$ cat config.mk
export PLATFORM = sky130hd
export DESIGN_NAME = peripheral_bin2bcd
export DESIGN_NICKNAME = d
export VERILOG_FILES = /design/src/rtl/peripheral_bin2bcd_pkg.sv /design/src/rtl/peripheral_bin2bcd_core.sv /design/src/rtl/peripheral_bin2bcd.sv
export SDC_FILE = /design/constraint.sdc
export NUM_CORES = 1
export LEC_CHECK = 0
export CORE_MARGIN = 2
export CORE_UTILIZATION = 30
export DETAILED_ROUTE_END_ITERATION = 8
export SLEW_MARGIN = 10
export SYNTH_ARGS = -nofsm -noshare
export SYNTH_HDL_FRONTEND = slang
export SYNTH_HIERARCHICAL = 1
export SYNTH_SLANG_ARGS = --single-unit
$ cat constraint.sdc
create_clock -name clk -period 2.43 [get_ports clk]
set_clock_uncertainty 0.1 [all_clocks]
set_input_delay 0.486 -clock clk [delete_from_list [all_inputs] [get_ports clk]]
set_output_delay 0.486 -clock clk [all_outputs]
set_load 0.005 [all_outputs]
$ cat src/rtl/peripheral_bin2bcd_pkg.sv
// rtl/peripheral_bin2bcd_pkg.sv - shared constants, FSM states and double-dabble step
package peripheral_bin2bcd_pkg;

  localparam logic [2:0] ADDR_A      = 3'd0;
  localparam logic [2:0] ADDR_INIT   = 3'd1;
  localparam logic [2:0] ADDR_READY  = 3'd2;
  localparam logic [2:0] ADDR_RES_DN = 3'd3;
  localparam logic [2:0] ADDR_RES_UP = 3'd4;

  localparam int BCD_DIGITS = 10;

  typedef enum logic [1:0] {
    IDLE  = 2'd0,
    LOAD  = 2'd1,
    SHIFT = 2'd2,
    DONE  = 2'd3
  } state_e;

  // One double-dabble bit: correct every digit >= 5, then shift the new bit in.
  function automatic logic [4*BCD_DIGITS-1:0] dabble(input logic [4*BCD_DIGITS-1:0] acc,
                                                     input logic b);
    logic [4*BCD_DIGITS-1:0] adj;
    adj = acc;
    for (int i = 0; i < BCD_DIGITS; i++) begin
      if (adj[4*i +: 4] >= 4'd5) adj[4*i +: 4] = adj[4*i +: 4] + 4'd3;
    end
    return {adj[4*BCD_DIGITS-2:0], b};
  endfunction

endpackage

$ cat src/rtl/peripheral_bin2bcd_core.sv
// rtl/peripheral_bin2bcd_core.sv - 32-bit binary to 10-digit BCD converter, 2 bits per cycle
module bin2bcd_core
  import peripheral_bin2bcd_pkg::*;
(
  input  logic        clk,
  input  logic        rst,
  input  logic        start,
  input  logic [31:0] bin,
  output logic [39:0] bcd,
  output logic        busy,
  output logic        done
);

  state_e      state_q, state_d;
  logic [31:0] bin_q, bin_d;
  logic [39:0] acc_q, acc_d;
  logic [39:0] res_q, res_d;
  logic [3:0]  cnt_q, cnt_d;
  logic        done_q, done_d;

  always_ff @(posedge clk) begin
    if (rst) begin
      state_q <= IDLE;
      bin_q   <= '0;
      acc_q   <= '0;
      res_q   <= '0;
      cnt_q   <= '0;
      done_q  <= 1'b0;
    end else begin
      state_q <= state_d;
      bin_q   <= bin_d;
      acc_q   <= acc_d;
      res_q   <= res_d;
      cnt_q   <= cnt_d;
      done_q  <= done_d;
    end
  end

  always_comb begin
    state_d = state_q;
    case (state_q)
      IDLE:    if (start) state_d = LOAD;
      LOAD:    state_d = SHIFT;
      SHIFT:   if (cnt_q == 4'd15) state_d = DONE;
      DONE:    state_d = start ? LOAD : IDLE;
      default: state_d = IDLE;
    endcase
  end

  always_comb begin
    bin_d  = bin_q;
    acc_d  = acc_q;
    res_d  = res_q;
    cnt_d  = cnt_q;
    done_d = done_q;
    case (state_q)
      LOAD: begin
        bin_d  = bin;
        acc_d  = '0;
        cnt_d  = '0;
        done_d = 1'b0;
      end
      SHIFT: begin
        acc_d = dabble(dabble(acc_q, bin_q[31]), bin_q[30]);
        bin_d = {bin_q[29:0], 2'b00};
        cnt_d = cnt_q + 4'd1;
      end
      DONE: begin
        res_d  = acc_q;
        done_d = 1'b1;
      end
      default: ;
    endcase
  end

  // In DONE the finished accumulator is forwarded so software sees it one cycle early.
  always_comb begin
    busy = (state_q == LOAD) || (state_q == SHIFT);
    done = (state_q == DONE) || (done_q && (state_q == IDLE));
    bcd  = (state_q == DONE) ? acc_q : res_q;
  end

endmodule

$ cat src/rtl/peripheral_bin2bcd.sv
// rtl/peripheral_bin2bcd.sv - bus-mapped wrapper: operand register, start decode, read mux
module peripheral_bin2bcd
  import peripheral_bin2bcd_pkg::*;
(
  input  logic        clk,
  input  logic        rst,
  input  logic [31:0] d_in,
  input  logic        cs,
  input  logic [2:0]  addr,
  input  logic        rd,
  input  logic        wr,
  output logic [31:0] d_out
);

  logic [31:0] a_q, a_d;
  logic [31:0] dout_q, dout_d;
  logic [31:0] rdata;
  logic [39:0] bcd;
  logic        busy;
  logic        done;
  logic        start;

  assign start = cs && wr && (addr == ADDR_INIT) && d_in[0];

  bin2bcd_core u_core (
    .clk   (clk),
    .rst   (rst),
    .start (start),
    .bin   (a_q),
    .bcd   (bcd),
    .busy  (busy),
    .done  (done)
  );

  always_comb begin
    case (addr)
      ADDR_A:      rdata = a_q;
      ADDR_INIT:   rdata = {31'b0, busy};
      ADDR_READY:  rdata = {31'b0, done};
      ADDR_RES_DN: rdata = bcd[31:0];
      ADDR_RES_UP: rdata = {24'b0, bcd[39:32]};
      default:     rdata = '0;
    endcase
  end

  // Read data is taken from pre-edge state, so a combined rd/wr returns the old value.
  always_comb begin
    a_d    = a_q;
    dout_d = dout_q;
    if (cs && wr && (addr == ADDR_A)) a_d = d_in;
    if (cs && rd) dout_d = rdata;
  end

  always_ff @(posedge clk) begin
    if (rst) begin
      a_q    <= '0;
      dout_q <= '0;
    end else begin
      a_q    <= a_d;
      dout_q <= dout_d;
    end
  end

  assign d_out = dout_q;

endmodule

After elaboration in Yosys (flattened, before gate mapping)
Index checks and enable logic that the tools add are counted. Widths: inputs -> output; s select.

Register bits after elaboration: 183. Latch bits: 0. Memory bits (writable): 0. Bits in read-only memories: 0. Input port bits: 40. Memories kept: 0.

Add/subtract/negate cells: 21. Multiply operators: 0. Div/mod/pow operators: 0. $lt $le $gt $ge: 20. Equality and inequality tests: 10. Shifts and indexed selects: 0. Multiplexer cells: 40. Bitwise gates (word level): 0. Reduce and logical (&&, ||, !) cells: 13.

Operators with widths (number): $pmux 32 s5 (1); $mux 4 (27); $ge 4x3->1 const B (20); $pmux 40 s2 (1); $add 4x2->4 const B (18); $pmux 32 s2 (1); $mux 40 (1); $mux 3 (3); $pmux 2 s4 (1); $pmux 4 s2 (1); $add 3x2->3 const B (2); $eq 3x2->1 const B (2); $logic_and 1x1->1 (6); $add 4x1->4 const B (1); $eq 2x2->1 const B (2); $eq 4x4->1 const B (1); $mux 2 (2); $ne 2x1->1 const B (2); $reduce_bool 2->1 (2); $eq 3x1->1 const B (1); $eq 3x3->1 const B (1); $logic_not 3->1 (1); $eq 2x1->1 const B (1); $logic_not 2->1 (1); 4 further kinds (5).

Longest topological paths before layout
Gate-level depths: netlist of run 1.

Depth after elaboration: 6. Gate-level depth with buffers: 12. Depth with buffers taken out: 11.

Modules after synthesis
The synthesis of run 1 kept the hierarchy.

Modules (own cells, without submodules): bin2bcd_core (times used 1, cells each 733, area each 6588.8 µm², seq. area each 2382.3 µm²); peripheral_bin2bcd (times used 1, cells each 366, area each 3034.2 µm², seq. area each 1281.2 µm²).

Worst setup path before layout of run 1
Ideal clock, no wire load.

Path type: register -> register. Start point: register u_core.acc_q[29]. End point: register u_core.acc_q[29]. Arrival time: 1.950 ns. Required time: 2.210 ns. Path slack: 0.260 ns. Stages on the path, launching flop included: 11. Path buffers: 0. Period minus slack after synthesis: 2.170 ns. Path through: dfxtp_1 > inv_1 > ha_1 > nand2b_1 > a21oi_2 > xnor2_1 > inv_1 > ha_1 > o21ai_0 > a211oi_1 > a211o_1.

Longest elaborated chain between the ends: 6. Elaborated cells between the ends (all ways): 7. Classes of those cells: 1 x add/sub; 2 x order compare; 4 x mux.

Ends and longest elaborated chain: start, declared (RTL line peripheral_bin2bcd_core.sv:16) `logic [39:0] acc_q, acc_d;`; start signal, assigned (RTL line peripheral_bin2bcd_core.sv:25) `acc_q <= '0;`; start signal, assigned (RTL line peripheral_bin2bcd_core.sv:32) `acc_q <= acc_d;`; $add 4x2->4 / $ge 4x3->1 (equally long branches) (RTL line peripheral_bin2bcd_pkg.sv:25) `if (adj[4*i +: 4] >= 4'd5) adj[4*i +: 4] = adj[4*i +: 4] + 4'd3;`; $mux 4 * (RTL line peripheral_bin2bcd_pkg.sv:25); $mux 4 * (RTL line peripheral_bin2bcd_core.sv:56) `case (state_q)`; $ge 4x3->1 * (RTL line peripheral_bin2bcd_pkg.sv:25); $mux 4 * (RTL line peripheral_bin2bcd_pkg.sv:25); $pmux 40 s2 * (RTL line peripheral_bin2bcd_core.sv:56).

Mark *: on every way between the ends. The rest lies on a longest branch, timed or not. The select of a mux whose other input is x is not followed. A chain may end at the register's enable or synchronous reset.

Worst setup path in the final report of run 1
Start point: register u_core.acc_q[21]. End point: register u_core.acc_q[26].

Longest elaborated chain between the ends: 6. Elaborated cells between the ends (all ways): 8. Classes of those cells: 2 x add/sub; 2 x order compare; 4 x mux.

Ends and longest elaborated chain (RTL line): $add 4x2->4 / $ge 4x3->1 (equally long branches) (peripheral_bin2bcd_pkg.sv:25); $mux 4 * (peripheral_bin2bcd_pkg.sv:25); $mux 4 * (peripheral_bin2bcd_core.sv:56); $add 4x2->4 / $ge 4x3->1 (equally long branches) (peripheral_bin2bcd_pkg.sv:25); $mux 4 * (peripheral_bin2bcd_pkg.sv:25); $pmux 40 s2 * (peripheral_bin2bcd_core.sv:56).

Marks and branches as above.

==> impl_metrics.yaml, run 1 <==
routing:
  viasPerCell: 5.101
  drt-total-wl_mm: 24.85
  drt_iter0_drc: 592
  detail_route.wl_per_cell_um: 15.90
  num_vias: 7973
  drt-pass1-iter-count: 5
  antenna_left: 0
  drc_errors: 0
final_layout:
  final_area_um2: 11440
  n_fill_cell: 3218
  diodes: 0
  final_cells: 1563
  syn2layout_area_growth_pct: 18.84
  drive_gt1_share_pct: 15.25
  fin_nets: 1224
critical_path:
  rr_worst_depth: 10
  worstSetupStartpoint: "u_core/acc_q[21]"
  critical_path_arrival_ns: 2.53
  worst-r2r-setup-slack_ns: 0.13
  r2r-start: "u_core/acc_q[21]"
  reg2reg_to: "u_core/acc_q[26]"
  critPathRequiredTime_ns: 2.67
  cp_max_fo: 5
  path_class: "flop to flop"
  worstSetupEndpointType: "flop"
  cp-start-kind: "flop"
clock_tree:
  cts_buffer_depth: 2
  htreeDepth: 4
  insertion_delay_ns: 0.44
  cts_tree: "built"
  clockRootBuffer: "clkbuf_16"
  clock-sinks: 183
  cts_buffers: 17
  clkTransAtPathRegs_ns: 0.07
yosys:
  synth_edf_count: 0
  ys_warn_count: 6
  synth_area_um2: 9623
  synth_cells: 1099
  async_reset_ff_share_pct: 0
  synth_cell_types: 63
  syn_avg_cell_area_um2: 8.756
  synth_seq_cells: 183
  seq_area_frac_synth_pct: 38.07
  synth_fp_nets: 1174
  synthFlopType: "dfxtp_1"
sta:
  worst_pin_slew_ns: 0.5880
  tns_ns: 0
  slew_headroom_pct: 60.80
  slew_viol_final: 0
  rsz0062_at_grt: "no"
  finalCriticalPeriod_ns: 2.297
  hold_viol: 0
  period_share_pct: 94.53
  setup_viol: 0
  clock.fmax_ghz: 0.4353
pwr:
  power.total_w: 0.006922
  vdd_drop_max_mv: 0.4813
  p_per_area_nw_per_um2: 605.2
  leakage_nw: 4.107
global_route:
  grt_max_degree: 129
  first_global_vias: 7713
  antenna_found_initial: 0
  grtUsageTotal_pct: 14.97
  grt_pass1_wl_mm: 40.29
  grt-ovfl-total: 0
floorplan:
  start_util_pct: 30.50
  core_um2: 31560
  die_area_um2: 33530
  die-height_um: 183.1
  die_w_um: 183.1
  rows: 65
  num_io_pins: 72
placed_design:
  io_buffers: 71
  place.gp.congestion: 0.8385
  placed_cell_area_um2: 10780
  dp_hpwl_mm: 16.94
  placed_cells: 1529
min_path:
  hold_end: "d_out[14]"
  hp-start: "d_out[14]"
  worst_hold_path_type: "flop to flop"
  whs_path_depth: 2
outcome:
  run_status: "finished clean"
run:
  maxCapViolations: 0
## logic make-up (layout without fill, tap and decap cells)
group / after synthesis / count (layout) / synth area share [%]
XOR/XNOR: 19 / 19 / 1.885
buffers and inverters: 115 / 177 / 5.604
adder cells (fa/ha/maj): 35 / 35 / 4.551
AND/OR/NAND/NOR: 342 / 342 / 18.87
AO/OA/AOI/OAI: 305 / 305 / 19.83
flip-flops: 183 / 183 / 38.07
multiplexers: 100 / 100 / 11.19
## how the worst max path moves through the flow
stage / to / slack [ns]
floorplan: u_core/acc_q[29] / 0.26
global placement: u_core/state_q[0] / 0.09
detailed placement: u_core/acc_q[6] / 0.04
CTS: u_core/acc_q[6] / 0.02
global route: u_core/acc_q[26] / 0.006
finish: u_core/acc_q[26] / 0.13
## cell usage in the layout (no fill, tap or decap), types with 7 or more instances in the layout
cell type,instances
mux2i_1,45
clkdlybuf4s50_1,68
and3_1,27
o21ai_1,24
nor2_1,66
o21ai_0,88
clkbuf_16,17
mux2_2,52
xnor2_1,14
ha_1,32
inv_1,34
buf_12,7
nand2_1,74
nor2b_1,46
a221oi_2,7
a21oi_1,93
nand2b_1,23
nand3_1,38
a21oi_2,10
nor3b_1,36
a211oi_1,35
nor3_1,9
buf_4,31
dfxtp_1,179
## Yosys cell counts, types with 23 or more instances
| library cell | count | area (um^2) |
|---|---|---|
| mux2_2 | 52 | 585.6 |
| nand3_1 | 38 | 190.2 |
| o21ai_1 | 23 | 115.1 |
| clkbuf_1 | 37 | 138.9 |
| nor2_1 | 67 | 251.5 |
| nor3b_1 | 36 | 270.3 |
| dfxtp_1 | 183 | 3664 |
| nand2b_1 | 23 | 143.9 |
| mux2i_1 | 45 | 450.4 |
| inv_1 | 36 | 135.1 |
| a211oi_1 | 35 | 262.8 |
| nor2b_1 | 46 | 287.8 |
| a21oi_1 | 93 | 465.5 |
| o21ai_0 | 89 | 445.4 |
| ha_1 | 35 | 437.9 |
| nand2_1 | 74 | 277.8 |
| and3_1 | 27 | 168.9 |
## worst max-delay path, stage by stage, from the launching register on
cell	delay, ns
dfxtp_1	0.41
inv_1	0.10
ha_1	0.18
nand2b_1	0.16
nor3b_1	0.16
a21oi_2	0.22
inv_2	0.08
ha_1	0.28
a21oi_1	0.15
o31ai_1	0.10
a32o_1	0.26
## registers in the layout, indices dropped and copies added (netlist names)
register,count
u_core/acc_q,40
u_core/res_q,40
a_q,32
d_out,32
u_core/bin_q,32
u_core/cnt_q,4
u_core/state_q,2
u_core/done_q,1
## repair_timing
item,in CTS,in global routing
hold buffers,0,0
gates resized for setup,0,14
buffers inserted,0,3
setup endpoints to repair,0,8
## metal layers
metal / part of all wire (%) / routed length, um / track usage [%] / up-vias
li1: - / - / - / 3986
met1: 48 / 11890 / 19.74 / 3861
met2: 48 / 11940 / 25.26 / 116
met3: 3.3 / 826 / 2.800 / 10
met4: 0.74 / 185 / 3.616 / 0
met5: 0 / 0 / 0 / -
## area by class of cell
| cell class | count | area [um^2] | area share (%) |
|---|---|---|---|
| clock buffers | 19 | 442.9 | 3.873 |
| repair buffers | 108 | 1064 | 9.300 |
| multi-input cells | 801 | 5488 | 47.99 |
| well taps | 402 | 503.0 | 4.398 |
| flip-flops and latches | 183 | 3669 | 32.08 |
| clock inverters | 12 | 127.6 | 1.116 |
| inverters | 38 | 142.6 | 1.247 |
## report_power, final
part           total, W  internal, W  switching [W]
clock           0.00274      0.00153        0.00121
sequential      0.00329      0.00318       0.000111
combinational  0.000892     0.000357       0.000535
## through the flow
stage	hold WS (ns)	util [%]	setup WS, ns
2_1_floorplan	0.3527	-	0.2599
3_3_place_gp	0.3441	34.16	0.08570
3_5_place_dp	0.3500	34.16	0.04329
4_1_cts	0.3585	35.97	0.02339
5_1_grt	0.3769	36.24	0.005826
6_report	0.3560	36.24	0.1330
Power figures use the tool's default switching activity.
==> run 2: changes to the inputs <==
- GPL_TIMING_DRIVEN: default -> 0
==> impl_metrics.yaml, run 2 (synthesis results as in run 1) <==
outcome:
  run_status: "finished clean"
critical_path:
  critPathBufInv: 1
  critical_path_arrival_ns: 2.53
  path_class: "flop to flop"
  crit_path_cell_trace: "ha_1 -> buf_2 -> mux2_2 -> and3_1 -> o21ai_0 -> a21oi_1"
  critPathRequiredTime_ns: 2.61
  r2r-start: "u_core/state_q[1]"
  worstSetupEndpointType: "flop"
  cp_max_fo: 10
  cp-start-kind: "flop"
  worst-r2r-setup-slack_ns: 0.09
  reg2reg_to: "d_out[8]"
  critPathMaxStageDelay_ns: 0.38
  slowest_stage: "dfxtp_1"
  crit_family: "compound AO/OA/AOI/OAI gates"
  rr_worst_depth: 6
min_path:
  whs_path_depth: 2
  hp-start: "d_out[26]"
  worst_hold_path_type: "flop to flop"
  hold_end: "d_out[26]"
routing:
  num_vias: 8259
  viasPerCell: 5.139
  detail_route.wl_per_cell_um: 17.30
  route.met3.wl_mm: 1.044
  wl_met2_mm: 12.68
  drt-total-wl_mm: 27.79
  antenna_left: 0
  drt-pass1-iter-count: 5
  highest_layer: "met4"
  drc_errors: 0
  wl_met1_mm: 13.73
  drt_iter0_drc: 529
final_layout:
  drive_gt1_share_pct: 16.27
  n_fill_cell: 3236
  final_common_cell: "dfxtp_1"
  largestRegisters: "u_core/acc_q (40), u_core/res_q (40)"
  seq_area_um2: 3674
  fin_nets: 1267
  syn2layout_area_growth_pct: 20.61
  final_area_um2: 11610
  diodes: 0
  most-common-layout-cells: "dfxtp_1, a21oi_1, o21ai_0, nand2_1, clkdlybuf4s50_1"
  multi_input_area_um2: 5559
pwr:
  power.total_w: 0.007059
  vdd_drop_max_mv: 0.4859
  leakage_nw: 4.227
  p_per_area_nw_per_um2: 608.2
sta:
  hold_viol: 0
  slew_viol_final: 0
  setup_viol: 0
  setup_slack_ns: 0.08787
  whs_ns: 0.3716
  finalCriticalPeriod_ns: 2.342
  period_share_pct: 96.38
  clock.fmax_ghz: 0.4270
  slew_headroom_pct: 45.36
  worst_pin_slew_ns: 0.8195
clock_tree:
  cts_tree: "built"
  clockRootBuffer: "clkbuf_16"
  insertion_delay_ns: 0.44
  clkTransAtPathRegs_ns: 0.07
  cts_buffers: 17
  cts_buffer_depth: 2
  clock-sinks: 183
  htreeDepth: 4
global_route:
  grt_pass1_wl_mm: 43.19
  grt_max_degree: 17
  antenna_found_initial: 0
  grt-ovfl-total: 0
  grtUsageTotal_pct: 16.55
  first_global_vias: 7764
floorplan:
  num_io_pins: 72
  die_w_um: 183.1
  die-height_um: 183.1
  rows: 65
  start_util_pct: 30.50
  die_area_um2: 33530
  core_um2: 31560
placed_design:
  placed_cell_area_um2: 10820
  io_buffers: 69
  dp_slack_ns: -0.5425
  dp_hpwl_mm: 20.52
  place.gp.congestion: 0.8611
run:
  maxCapViolations: 0
[run 2: tightest hold or removal path, stage by stage (launching register included)]
cell and delay (ns):
dfxtp_1 0.32, nand2_1 0.05, a21oi_1 0.06
[run 2: worst max-delay path by stage]
stage | cells past startpoint | start | slack [ns] | endpoint
after floorplan | 10 | u_core/acc_q[29] | 0.26 | u_core/acc_q[29]
after global placement | 7 | rst | -0.54 | u_core/acc_q[12]
after detailed placement | 7 | rst | -0.54 | u_core/acc_q[28]
after CTS | 10 | u_core/acc_q[28] | 0.01 | u_core/acc_q[29]
after global routing | 10 | u_core/acc_q[5] | -0.02 | u_core/acc_q[6]
final | 6 | u_core/state_q[1] | 0.09 | d_out[8]
[run 2: per-stage QoR]
stage / instances / utilization (%) / setup TNS, ns
6_report: 1607 / 36.78 / 0
5_1_grt: 1607 / 36.78 / -0.02613
4_1_cts: 1602 / 36.21 / 0
3_5_place_dp: 1570 / 34.28 / -19.39
3_3_place_gp: 1570 / 34.28 / -18.35
2_1_floorplan: 1099 / - / 0
[run 2: area by class of cell]
| class | instances | share of cell area, % |
|---|---|---|
| Multi-Input combinational cell | 801 | 47.90 |
| Clock inverter | 11 | 1.078 |
| Clock buffer | 21 | 3.967 |
| Buffer | 76 | 3.504 |
| Inverter | 38 | 1.229 |
| Timing Repair Buffer | 75 | 6.339 |
| Tap cell | 402 | 4.334 |
| Sequential cell | 183 | 31.65 |
[run 2: metal layers]
metal,up-vias,GRT usage (%)
li1,4089,-
met1,3974,23.08
met2,174,26.42
met3,22,2.899
met4,0,4.192
met5,-,0
[run 2: what timing repair did]
action	in CTS	in global routing
pin swaps	0	4
hold buffers	0	0
resized for setup	9	35
buffers inserted	0	6
endpoints found under the setup margin	43	50
[run 2: where the power goes]
group          leakage, nW  internal, W  switching, W
Combinational         2.46     0.000359      0.000614
Clock                0.283      0.00157       0.00123
Sequential            1.48      0.00318      0.000107
Total                 4.23      0.00511       0.00195
==> run 3: changes to the inputs <==
- PLACE_DENSITY: default -> 0.55
- SLEW_MARGIN: 10 -> 20
- clock period: 2.43 -> 3 ns (I/O delays scaled with it)
==> impl_metrics.yaml, run 3 (synthesis results as in run 1) <==
critical_path:
  slowest_stage: "dfxtp_1"
  r2r-start: "u_core/state_q[1]"
  path_class: "flop to flop"
  critPathMaxStageDelay_ns: 0.39
  reg2reg_to: "d_out[2]"
  worstSetupEndpointType: "flop"
  worstSetupStartpoint: "u_core/state_q[1]"
  worst_path_most_repeated_cell: "mux2_2"
  critPathBufInv: 2
  critPathRequiredTime_ns: 3.20
  crit_path_cell_trace: "ha_1 -> clkbuf_1 -> buf_2 -> mux2_2 -> mux2_2 -> a221oi_2 -> nor3_1"
  critical_path_arrival_ns: 2.90
  cp_max_fo: 10
  crit_family: "buffers and inverters"
  cp-start-kind: "flop"
  rr_worst_depth: 7
  worst-r2r-setup-slack_ns: 0.29
  worst-path-stages: 7
  endpoint: "d_out[2]"
pwr:
  p_sw_w: 0.001715
  leakage_nw: 4.125
  intPower_w: 0.003969
  power.share.clock_pct: 39.7
  vdd_drop_max_mv: 0.4455
  swShare_pct: 30.17
  p_per_area_nw_per_um2: 498.7
  combPwrFrac_pct: 13.5
  pwr-share-seq_pct: 46.8
placed_design:
  placed_cells: 1570
  dp_slack_ns: -0.08537
  io_buffers: 69
  dp_hpwl_mm: 20.98
  placed_cell_area_um2: 10820
  place.gp.congestion: 0.8322
sta:
  period_share_pct: 90.20
  finalCriticalPeriod_ns: 2.706
  setup_slack_ns: 0.2939
  slew_viol_final: 0
  slew_headroom_pct: 46.26
  clock.fmax_ghz: 0.3695
  rsz0062_at_grt: "no"
  worst_pin_slew_ns: 0.8061
  hold_viol: 0
  setup_viol: 0
  whs_ns: 0.3559
final_layout:
  most-common-layout-cells: "dfxtp_1, a21oi_1, o21ai_0, nand2_1, clkdlybuf4s50_1"
  diodes: 0
  drive_gt1_share_pct: 13.58
  syn2layout_area_growth_pct: 18.45
  largestRegisters: "u_core/acc_q (40), u_core/res_q (40)"
  final_common_cell: "dfxtp_1"
  final_cells: 1602
  final_area_um2: 11400
  fin_nets: 1262
floorplan:
  num_io_pins: 72
  die_w_um: 183.1
  die-height_um: 183.1
  core_um2: 31560
  start_util_pct: 30.50
  rows: 65
  die_area_um2: 33530
routing:
  viasPerCell: 5.096
  drt-total-wl_mm: 27.71
  antenna_left: 0
  drt-pass1-iter-count: 5
  drt_iter0_drc: 604
  detail_route.wl_per_cell_um: 17.29
  drc_errors: 0
  num_vias: 8163
clock_tree:
  cts_setup_buffers: 0
  clkTransAtPathRegs_ns: 0.07
  clockRootBuffer: "clkbuf_16"
  htreeDepth: 4
  cts_buffers: 17
  clock-sinks: 183
  insertion_delay_ns: 0.45
  ctsHoldBuffers: 0
  cts_tree: "built"
  cts_buffer_depth: 2
  ctsResizeCount: 0
global_route:
  grt_max_degree: 20
  grt-ovfl-total: 0
  first_global_vias: 7668
  antenna_found_initial: 0
  grtUsageTotal_pct: 16.60
  grt_pass1_wl_mm: 43.15
run:
  maxCapViolations: 0
min_path:
  worst_hold_path_type: "flop to flop"
outcome:
  run_status: "finished clean"
[run 3: cell types whose count changed in the layout (fill, tap and decap cells not counted), sizes merged]
cell and change:
clkinvlp -2, buf -7, inv +8, bufinv -2, clkbuf -2
[run 3: layer usage]
metal  track usage, %  wire length [um]  vias to the layer above
li1                 -                 -                     4070
met2            25.85             12290                      166
met3            2.641              1133                       27
met5                0                 0                        -
met4            4.352               398                        0
met1            23.82             13880                     3900
[run 3: worst min-delay path by stage]
stage              start   endpoint  slack (ns)  cells after the start
2_1_floorplan  d_out[10]  d_out[10]        0.35                      2
3_3_place_gp   d_out[13]  d_out[13]        0.35                      2
3_5_place_dp   d_out[15]  d_out[15]        0.35                      2
4_1_cts        d_out[15]  d_out[15]        0.36                      2
5_1_grt        d_out[13]  d_out[13]        0.39                      2
6_report       d_out[13]  d_out[13]        0.36                      2
[run 3: power by group through the flow]
| stage | Combinational (W) | Sequential, W | Clock, W |
|---|---|---|---|
| after CTS | 0.000760 | 0.00266 | 0.00231 |
| after global routing | 0.000849 | 0.00268 | 0.00240 |
| after global placement | 0.000746 | 0.00271 | 0 |
| final | 0.000768 | 0.00266 | 0.00226 |
| after floorplan | 0.000510 | 0.00269 | 0 |
| after detailed placement | 0.000759 | 0.00271 | 0 |
[run 3: layout make-up]
cell class,count,area (um^2)
clock buffers,17,425.4
repair buffers,69,690.7
inverters,38,142.6
multi-input cells,801,5420
clock inverters,15,156.4
plain buffers,77,396.6
flip-flops and latches,183,3664
well taps,402,503.0
fillers,3249,20160
[run 3: worst reg2reg max path: cells and delay by family, from the launching register on]
kind                     cells  cell delay [ns]
AND/OR/NAND/NOR              1             0.09
AO/OA/AOI/OAI                1             0.38
adder cells (fa/ha/maj)      1             0.16
buffers and inverters        2             0.74
flip-flops                   1             0.39
multiplexers                 2             0.69
[run 3: metrics by stage]
step	setup TNS [ns]	power (W)	util, %
after floorplan	0	0.003197	-
after global placement	-0.3817	0.003459	34.28
after detailed placement	-0.1972	0.003474	34.28
after CTS	0	0.005726	36.12
after global routing	0	0.005921	36.12
final	0	0.005684	36.12
